**config.mk**
```make
export PLATFORM = sky130hd
export DESIGN_NAME = park_spot_alloc
export DESIGN_NICKNAME = d
export VERILOG_FILES = /design/src/rtl/park_spot_alloc.sv
export SDC_FILE = /design/constraint.sdc
export NUM_CORES = 1
export LEC_CHECK = 0
export CAP_MARGIN = 25
export CORE_MARGIN = 5
export CORE_UTILIZATION = 44
export CTS_CLUSTER_DIAMETER = 60
export DETAILED_ROUTE_END_ITERATION = 8
export PLACE_DENSITY = 0.87
export SETUP_SLACK_MARGIN = 0.02
export SLEW_MARGIN = 20
export SYNTH_ARGS = -nofsm -noshare
export SYNTH_HDL_FRONTEND = slang
export SYNTH_SLANG_ARGS = --single-unit
```
**constraint.sdc**
```tcl
create_clock -name clk -period 4.7 [get_ports clk]
set_clock_uncertainty 0.15 [all_clocks]
set_input_delay 0.705 -clock clk [delete_from_list [all_inputs] [get_ports clk]]
set_output_delay 0.705 -clock clk [all_outputs]
set_load 0.005 [all_outputs]
```
**src/rtl/park_spot_alloc.sv**
```systemverilog
// park_spot_alloc: parking spot allocator for two areas (A, B) of three spots each.
// A user picks an area on key[11:10]; the block grants the lowest free spot,
// shows its code, and holds that display until a confirm (rising edge of bt[3]).
// The checker frees a spot by pulsing release_valid with the spot code.
// Optional feature: define PARK_SHOW_TIMEOUT_EN to return SHOW/FULL to SELECT
// after SHOW_CYCLES cycles without a confirm edge.
module park_spot_alloc #(
    parameter int SHOW_CYCLES = 100_000_000
) (
    input  logic        clk,
    input  logic        rst,
    input  logic [2:0]  view,
    input  logic [11:0] key,
    input  logic [4:0]  bt,
    input  logic        release_valid,
    input  logic [2:0]  release_num,
    output logic [5:0]  a_pos,
    output logic [5:0]  b_pos,
    output logic        alloc_valid,
    output logic [2:0]  alloc_num,
    output logic [11:0] disp_code,
    output logic        area_full
);

    typedef enum logic [2:0] {
        S_IDLE   = 3'd0,
        S_SELECT = 3'd1,
        S_ALLOC  = 3'd2,
        S_SHOW   = 3'd3,
        S_FULL   = 3'd4
    } state_t;

    state_t      r_state;
    state_t      w_next;
    logic        r_area;        // latched area: 0 = A, 1 = B
    logic        r_bt3;         // previous bt[3] for edge detection
    logic [5:0]  r_a_pos;
    logic [5:0]  r_b_pos;
    logic        r_alloc_valid;
    logic [2:0]  r_alloc_num;
    logic [11:0] r_disp;

    logic        w_view_on;
    logic        w_confirm;
    logic        w_area_req;
    logic [5:0]  w_sel_pos;
    logic        w_found;
    logic [1:0]  w_idx;
    logic        w_grant;
    logic        w_timeout;
    logic [5:0]  w_a_next;
    logic [5:0]  w_b_next;
    logic [2:0]  w_show_num;
    logic [11:0] w_disp_next;
    logic        w_unused;

    // Clear the occupancy field belonging to spot idx (1..3); idx 0 is a no-op.
    function automatic logic [5:0] f_clr(input logic [5:0] pos, input logic [1:0] idx);
        logic [5:0] p;
        p = pos;
        case (idx)
            2'd1:    p[1:0] = 2'b00;
            2'd2:    p[3:2] = 2'b00;
            2'd3:    p[5:4] = 2'b00;
            default: p = pos;
        endcase
        return p;
    endfunction

    // Mark spot idx occupied; an occupied field carries its own spot number.
    function automatic logic [5:0] f_set(input logic [5:0] pos, input logic [1:0] idx);
        logic [5:0] p;
        p = pos;
        case (idx)
            2'd1:    p[1:0] = 2'd1;
            2'd2:    p[3:2] = 2'd2;
            2'd3:    p[5:4] = 2'd3;
            default: p = pos;
        endcase
        return p;
    endfunction

    // Two-digit display pattern for a spot index.
    function automatic logic [7:0] f_digits(input logic [1:0] idx);
        logic [7:0] d;
        case (idx)
            2'd1:    d = 8'h02;
            2'd2:    d = 8'h20;
            2'd3:    d = 8'h22;
            default: d = 8'h00;
        endcase
        return d;
    endfunction

    assign w_view_on  = (view == 3'd2);
    assign w_confirm  = bt[3] & ~r_bt3;
    assign w_area_req = (key[11:10] == 2'b01) || (key[11:10] == 2'b10);
    assign w_sel_pos  = r_area ? r_b_pos : r_a_pos;
    assign w_grant    = (r_state == S_ALLOC) && w_found;
    assign w_unused   = ^{key[9:0], bt[4], bt[2:0]};

    // Lowest free spot in the latched area, searched on pre-release occupancy.
    always_comb begin
        w_found = 1'b0;
        w_idx   = 2'd0;
        if (w_sel_pos[1:0] == 2'b00) begin
            w_found = 1'b1;
            w_idx   = 2'd1;
        end else if (w_sel_pos[3:2] == 2'b00) begin
            w_found = 1'b1;
            w_idx   = 2'd2;
        end else if (w_sel_pos[5:4] == 2'b00) begin
            w_found = 1'b1;
            w_idx   = 2'd3;
        end
    end

`ifdef PARK_SHOW_TIMEOUT_EN
    logic [31:0] r_to_cnt;

    assign w_timeout = ((r_state == S_SHOW) || (r_state == S_FULL)) &&
                       (r_to_cnt == 32'(SHOW_CYCLES - 1));

    // Dwell counter: zero outside SHOW/FULL, so it starts fresh on every entry.
    always_ff @(posedge clk or negedge rst) begin
        if (!rst) begin
            r_to_cnt <= 32'd0;
        end else if ((r_state == S_SHOW) || (r_state == S_FULL)) begin
            r_to_cnt <= r_to_cnt + 32'd1;
        end else begin
            r_to_cnt <= 32'd0;
        end
    end
`else
    assign w_timeout = 1'b0;
`endif

    // Next-state logic; leaving the UI page forces IDLE from any state.
    always_comb begin
        w_next = r_state;
        case (r_state)
            S_IDLE:   if (w_view_on) w_next = S_SELECT;
            S_SELECT: if (w_area_req) w_next = S_ALLOC;
            S_ALLOC:  w_next = w_found ? S_SHOW : S_FULL;
            S_SHOW,
            S_FULL:   if (w_confirm || w_timeout) w_next = S_SELECT;
            default:  w_next = S_IDLE;
        endcase
        if (!w_view_on) w_next = S_IDLE;
    end

    // Occupancy update: release clears first, then a grant sets its field.
    always_comb begin
        w_a_next = r_a_pos;
        w_b_next = r_b_pos;
        if (release_valid) begin
            if (release_num[2]) w_b_next = f_clr(w_b_next, release_num[1:0]);
            else                w_a_next = f_clr(w_a_next, release_num[1:0]);
        end
        if (w_grant) begin
            if (r_area) w_b_next = f_set(w_b_next, w_idx);
            else        w_a_next = f_set(w_a_next, w_idx);
        end
    end

    // Display shows the spot just granted or the one already on screen.
    always_comb begin
        w_show_num  = w_grant ? {r_area, w_idx} : r_alloc_num;
        w_disp_next = 12'h000;
        if (w_next == S_SHOW)
            w_disp_next = {(w_show_num[2] ? 4'hb : 4'ha), f_digits(w_show_num[1:0])};
    end

    // Control state: FSM, latched area and confirm history.
    always_ff @(posedge clk or negedge rst) begin
        if (!rst) begin
            r_state <= S_IDLE;
            r_area  <= 1'b0;
            r_bt3   <= 1'b0;
        end else begin
            r_state <= w_next;
            r_bt3   <= bt[3];
            if ((r_state == S_SELECT) && w_view_on && w_area_req)
                r_area <= key[11];
        end
    end

    // Occupancy maps and registered grant/display outputs.
    always_ff @(posedge clk or negedge rst) begin
        if (!rst) begin
            r_a_pos       <= 6'd0;
            r_b_pos       <= 6'd0;
            r_alloc_valid <= 1'b0;
            r_alloc_num   <= 3'd0;
            r_disp        <= 12'h000;
        end else begin
            r_a_pos       <= w_a_next;
            r_b_pos       <= w_b_next;
            r_alloc_valid <= w_grant;
            r_disp        <= w_disp_next;
            if (w_grant)
                r_alloc_num <= {r_area, w_idx};
        end
    end

    assign a_pos       = r_a_pos;
    assign b_pos       = r_b_pos;
    assign alloc_valid = r_alloc_valid;
    assign alloc_num   = r_alloc_num;
    assign disp_code   = r_disp;
    assign area_full   = (r_state == S_FULL);

endmodule

```
* Word level (Yosys, flattened, before mapping) *
Index checks and enable logic that the tools add are counted.

operators by class
  equal/unequal tests = 17
  muxes and demuxes = 36
  bitwise gates (word level) = 2
  reductions and logical operators = 9

operators with widths
  cell                  number
  $mux W6               9
  $mux W2               15
  $pmux W6 S3           1
  $mux W3               5
  $eq A2 B2 Y1 const B  7
  $eq A3 B2 Y1 const B  4
  $mux W12              1
  $pmux W3 S4           1
  $eq A2 B1 Y1 const B  4
  $logic_not A2 Y1      3
  $mux W1               4
  $eq A3 B1 Y1 const B  1
  $eq A3 B3 Y1 const B  1
  $logic_and A1 B1 Y1   3
  $logic_not A3 Y1      1
  $reduce_or A2 Y1      1
  $and A1 B1 Y1         1
  $logic_or A1 B1 Y1    1
  $not A1 Y1            1

word-level totals
  bits in registers = 33
  input port bits = 26
  output and inout port bits = 29
  word-level logic and storage cells = 72

* Longest topological paths before layout *
  depth in word-level cells = 10
  mapped depth = 6
  gate-level depth less buffers = 5

* Worst setup path before layout *
Ideal clock, no wire load.

  kind = register to register
  from = register r_area
  to = register r_disp[8] (netlist: disp_code[8])
  library setup time = 0.118 ns
  arrival = 1.557 ns
  required time = 4.432 ns
  path slack = 2.874 ns
  stages on the path, launching flop included = 7
  buffers on the path = 1
  period minus slack after synthesis = 1.826 ns
  path through = dfrtp_1 -> buf_4 -> nor3_2 -> nor2_2 -> a31oi_4 -> mux2_4 -> and2b_1

on the way
  elaborated cells between the ends (all ways) = 15
  those cells by class = 1 x eq/ne; 10 x mux; 4 x reduce/logical

RTL lines
  item                      line  RTL
  start: declaration        35    logic r_area;
  start signal: assignment  184   r_area <= key[11];
  $mux W6 *                 98    assign w_sel_pos = r_area ? r_b_pos : r_a_pos;
  $logic_not A2 Y1          112   end else if (w_sel_pos[5:4] == 2'b00) begin
  $mux W1                   112
  $mux W1                   109   end else if (w_sel_pos[3:2] == 2'b00) begin
  $mux W1 *                 106   if (w_sel_pos[1:0] == 2'b00) begin
  $logic_and A1 B1 Y1 *     99    assign w_grant = (r_state == S_ALLOC) && w_found;
  net w_grant               49    logic w_grant;
  $mux W3 *                 --
  net w_show_num[2]         53    logic [2:0] w_show_num;
  $mux W1 *                 171   w_disp_next = {(w_show_num[2] ? 4'hb : 4'ha), f_digits(w_show_num[1:0])};
  $mux W12 *                170   if (w_next == S_SHOW)
  net w_disp_next[8]        54    logic [11:0] w_disp_next;
  end signal: assignment    200   r_disp <= w_disp_next;
  end: declaration          41    logic [11:0] r_disp;

Mark *: on every way through the listed nets, which the timed path passes. The rest lies on a longest branch.
A chain may end at the register's enable or synchronous reset.

* Worst setup path in the final report *
  from = register r_state[0]
  to = output area_full

on the way
  longest elaborated chain between the ends = 1

RTL lines
  item                      line  RTL
  start: declaration        33    state_t r_state;
  start signal: assignment  181   r_state <= w_next;
  $eq A3 B3 Y1              211   assign area_full = (r_state == S_FULL);
  end: declaration          22    output logic area_full

Every way passes these cells.

==> results <==
- The most used flip-flop cell after synthesis is dfrtp_1.
- The number of detailed-route iterations in the first pass is 4.
- The vertical die dimension is roughly 62 µm.
- The final setup violation count is 0.
- Once detail routing completed, the nets flagged for antenna violations numbered 0.
- The number of library cell types mapped by synthesis is 33.
- The core region is 2690 µm².
- The post-layout worst setup margin is 2.28 ns.
- The highest fanout seen on the critical path is 6.
- Counting cells, the worst reg-to-reg path comes to 5.
- The vias per cell is roughly 5.1.
- The xor-xnor portion of the synthesized cell area is 0.725%.
- Derived from the worst setup path, the maximum achievable clock frequency is 0.414 GHz.
- Max-cap violations in this run came to 0.
- Ranked by total cell area, the synthesized netlist is headed by dfrtp_1 52%, buf_4 5.6%, a22o_1 4.4%, nor2b_1 3.6%, a21oi_1 2.9%.
- The area of the die is 3890 µm².
- The clock reaches the later pin of the worst-skew pair after 0.31 ns.
- After Yosys synthesis, and, or, nand and nor cells account for about a quarter of the synthesized area.
- The combinational fraction of design power is 19.1%.
- The hold violation total from the final report is 0.
- OpenSTA, run right after detailed placement, puts the worst setup slack at 2.39 ns.
- Dividing the detail-routed wire length by the instance count gives 14.7 µm.
- In the final layout, the multi-input gates occupy approximately 530 µm².
- The synthesized netlist devotes 0% of its cell area to adder and majority cells.
- The H-tree level count is 1.
- The first global-routing pass estimated 4440 µm of wire.
- The sort of element at the end of the critical path is an output port.
- The number of pins exceeding their max-slew limit in the final report was 0.
- The share of total power dissipated in the clock network is 23.1%.
- After legalization and detailed placement, the total HPWL measured 1940 µm.
- The period utilization is 51.4%.
- The number of nets at the end of the flow is 171.
- TritonCTS built the clock tree.
- The static leakage is roughly 0.7 nW.
- Across every metal layer, demand over resource in global routing totals 13.9%.
- The post-layout utilization of the core is 57.8%.
- The clock input transition at the sequential cells of the worst setup and hold paths is 0.13 ns.
- The layout has roughly 230 filler cells.
- The initial antenna violation count came to 0.
- VDD sags by at most 0.155 mV.
- The post-cts resize count is 0.
- Dividing total power by cell area gives a power density of 261 nW/µm².
- The synthesized design contains 0 enable-type register cells.
- The sequential share of power is about 58%.
- The mean instance size in the synthesized netlist is 11.0 µm².
- The end of the worst register-to-register path is disp_code[8].
- The aggregate negative setup slack is 0 ns.
- The routed design has 2580 µm of wire.
- The buffer count from post-CTS setup fixing is 0.
- CTS saw 25 sinks.
- The switching part of the total is 27.1%.
- By instance count, the leading cell after synthesis is dfrtp_1.
- The cell row count is 19.
- In the final layout, the share of cells above drive strength 1 is between 10 and 15%.
- The internal portion of the total power is between 0.2 and 0.3 mW.
- The via count of the first global-routing pass came to 987.
- The final critical path time including I/O delays and setup is around 2.4 ns.
- Setup repair after global routing left no endpoint under its margin.
- Counting instances in the post-synthesis netlist gives the leading cell types as 25 x dfrtp_1, 9 x buf_4, 9 x nand2_1.
- The pin count of the biggest net entering global routing is 26.
- The number of remaining DRC errors is 0.
- The worst setup path category is register to output port.
- The weighted congestion reported at the end of routability-driven placement is 0.754.
- The overall via count from detail_route is 898.
- The synthesized netlist occupies a cell area of 1210 µm².
- The number of I/O port buffers is 33.
- The tree is rooted in a clkbuf_4.
- The share of the synthesized area in the top cell type is 51.8%.
- STA classifies the critical path startpoint as a register.
- In this run the power spent charging and discharging nets is between 0.1 and 0.15 mW.
- For this block, the initial DRC count from the detailed router was 46.
- The post-synthesis cell type with the largest combined area is dfrtp_1.
- In this run the register-to-register setup slack is around 2.6 ns.
- The area growth from synthesis to final layout is 28.6%.
- Summing the areas of all compound-gate instances in the mapped netlist gives around an eighth of the synthesized area.
- The global route total overflow is 0.
- The x dimension of the die is 62.4 µm.
- The initial cell density of the core is around 45%.
- The sequential cell area is 626 µm².
- The critical path launch point is r_state[0].
- Counting flops and latches in the post-synthesis netlist gives 25.
- The clock passes through at most 2 buffers.
- For the worst setup path, the data required time is 3.85 ns.
- The count of yosys warnings during synthesis is 0.
- The main combinational cell family by area after synthesis is simple AND/OR/NAND/NOR gates.
- The post-synthesis sequential area ratio is between 50 and 60%.
- At the worst endpoint, the arrival time is between 1.5 and 2 ns.
- The synthesized instance count is 110.
- The critical path ends at area_full.
- The flow ran to the end, and the final reports show no timing, DRC or antenna violations.
- In this run the tightest slew margin relative to its limit is a little under two thirds.
- The class of the worst hold path is input port to asynchronous set/reset pin.
- The number of hold buffers added after CTS was 0.
- The portion of synthesized area spent on multiplexers is 2.18%.
- 0 antenna diodes ended up in the layout.
- 55 I/O pins were placed.
- The total CTS buffers is 3.
- The startpoint identified for the worst register-to-register timing path is r_area.
- The share of synthesized flip-flops with an asynchronous set or reset is 100%.
- For the pin with the worst max-slew slack, the measured transition is 0.540 ns.
[sequential cells by signal (all words and copies together), names as in the netlist]
register	count
disp_code	4
alloc_valid	1
a_pos	6
b_pos	6
r_bt3	1
r_state	3
alloc_num	3
r_area	1
[routing by layer]
layer | global-route usage [%] | wire length (µm) | up-vias
li1 | - | - | 432
met1 | 16.0 | 1120 | 427
met2 | 24.7 | 1250 | 33
met3 | 1.98 | 136 | 6
met4 | 7.16 | 63 | 0
met5 | 0 | 0 | -
[per-stage QoR]
stage | total power [mW] | area (µm²) | hold WS [ns] | cells
floorplan | 0.283 | 1230 | 0.259 | 116
global placement | 0.312 | 1530 | 0.322 | 171
detailed placement | 0.317 | 1530 | 0.341 | 171
CTS | 0.410 | 1560 | 0.370 | 175
global route | 0.426 | 1550 | 0.243 | 175
finish | 0.405 | 1550 | 0.203 | 175
[power groups by stage]
stage	combinational, mW	clock (mW)	sequential (mW)
global route	0.0846	0.106	0.236
floorplan	0.0487	0	0.235
detailed placement	0.0779	0	0.239
global placement	0.0741	0	0.238
CTS	0.0784	0.0968	0.235
finish	0.0774	0.0934	0.235
[layout by cell type, fill, tap and decap left out, types with 2 or more instances in the layout]
master / netlist / layout
a22o_1: 6 / 6
a21oi_1: 7 / 7
nor3_2: 2 / 2
and3_1: 2 / 2
and2_1: 5 / 5
nand2_1: 9 / 9
dfrtp_1: 25 / 25
conb_1: 1 / 7
clkdlybuf4s50_1: 0 / 32
nand4_1: 2 / 2
clkbuf_4: 0 / 3
nor2b_1: 7 / 7
nor2_1: 8 / 8
o21ai_0: 2 / 2
nand3_1: 5 / 5
inv_1: 2 / 2
[cell families after synthesis]
family | after synthesis
AO/OA/AOI/OAI | 20
XOR/XNOR | 1
buffers and inverters | 11
flip-flops | 25
multiplexers | 2
other | 1
AND/OR/NAND/NOR | 50
[critical path: stages (launching register included)]
cell             delay [ns]
dfrtp_1                0.46
nor2_1                 0.15
and2_1                 0.15
clkdlybuf4s50_1        0.50
[final cells by class]
type	instances	area share (%)
sequential	25	40.3
multi-input combinational	80	34.1
timing repair buffer	33	21.0
tap	31	2.50
clock buffer	4	1.69
inverter	2	0.483
[worst min path at each step]
stage / endpoint / from
detailed placement: b_pos[4] / b_pos[4]
floorplan: a_pos[0] / rst
finish: b_pos[4] / rst
CTS: b_pos[4] / b_pos[4]
global route: b_pos[5] / rst
global placement: b_pos[4] / b_pos[4]
(Power assumes the default switching activity.)
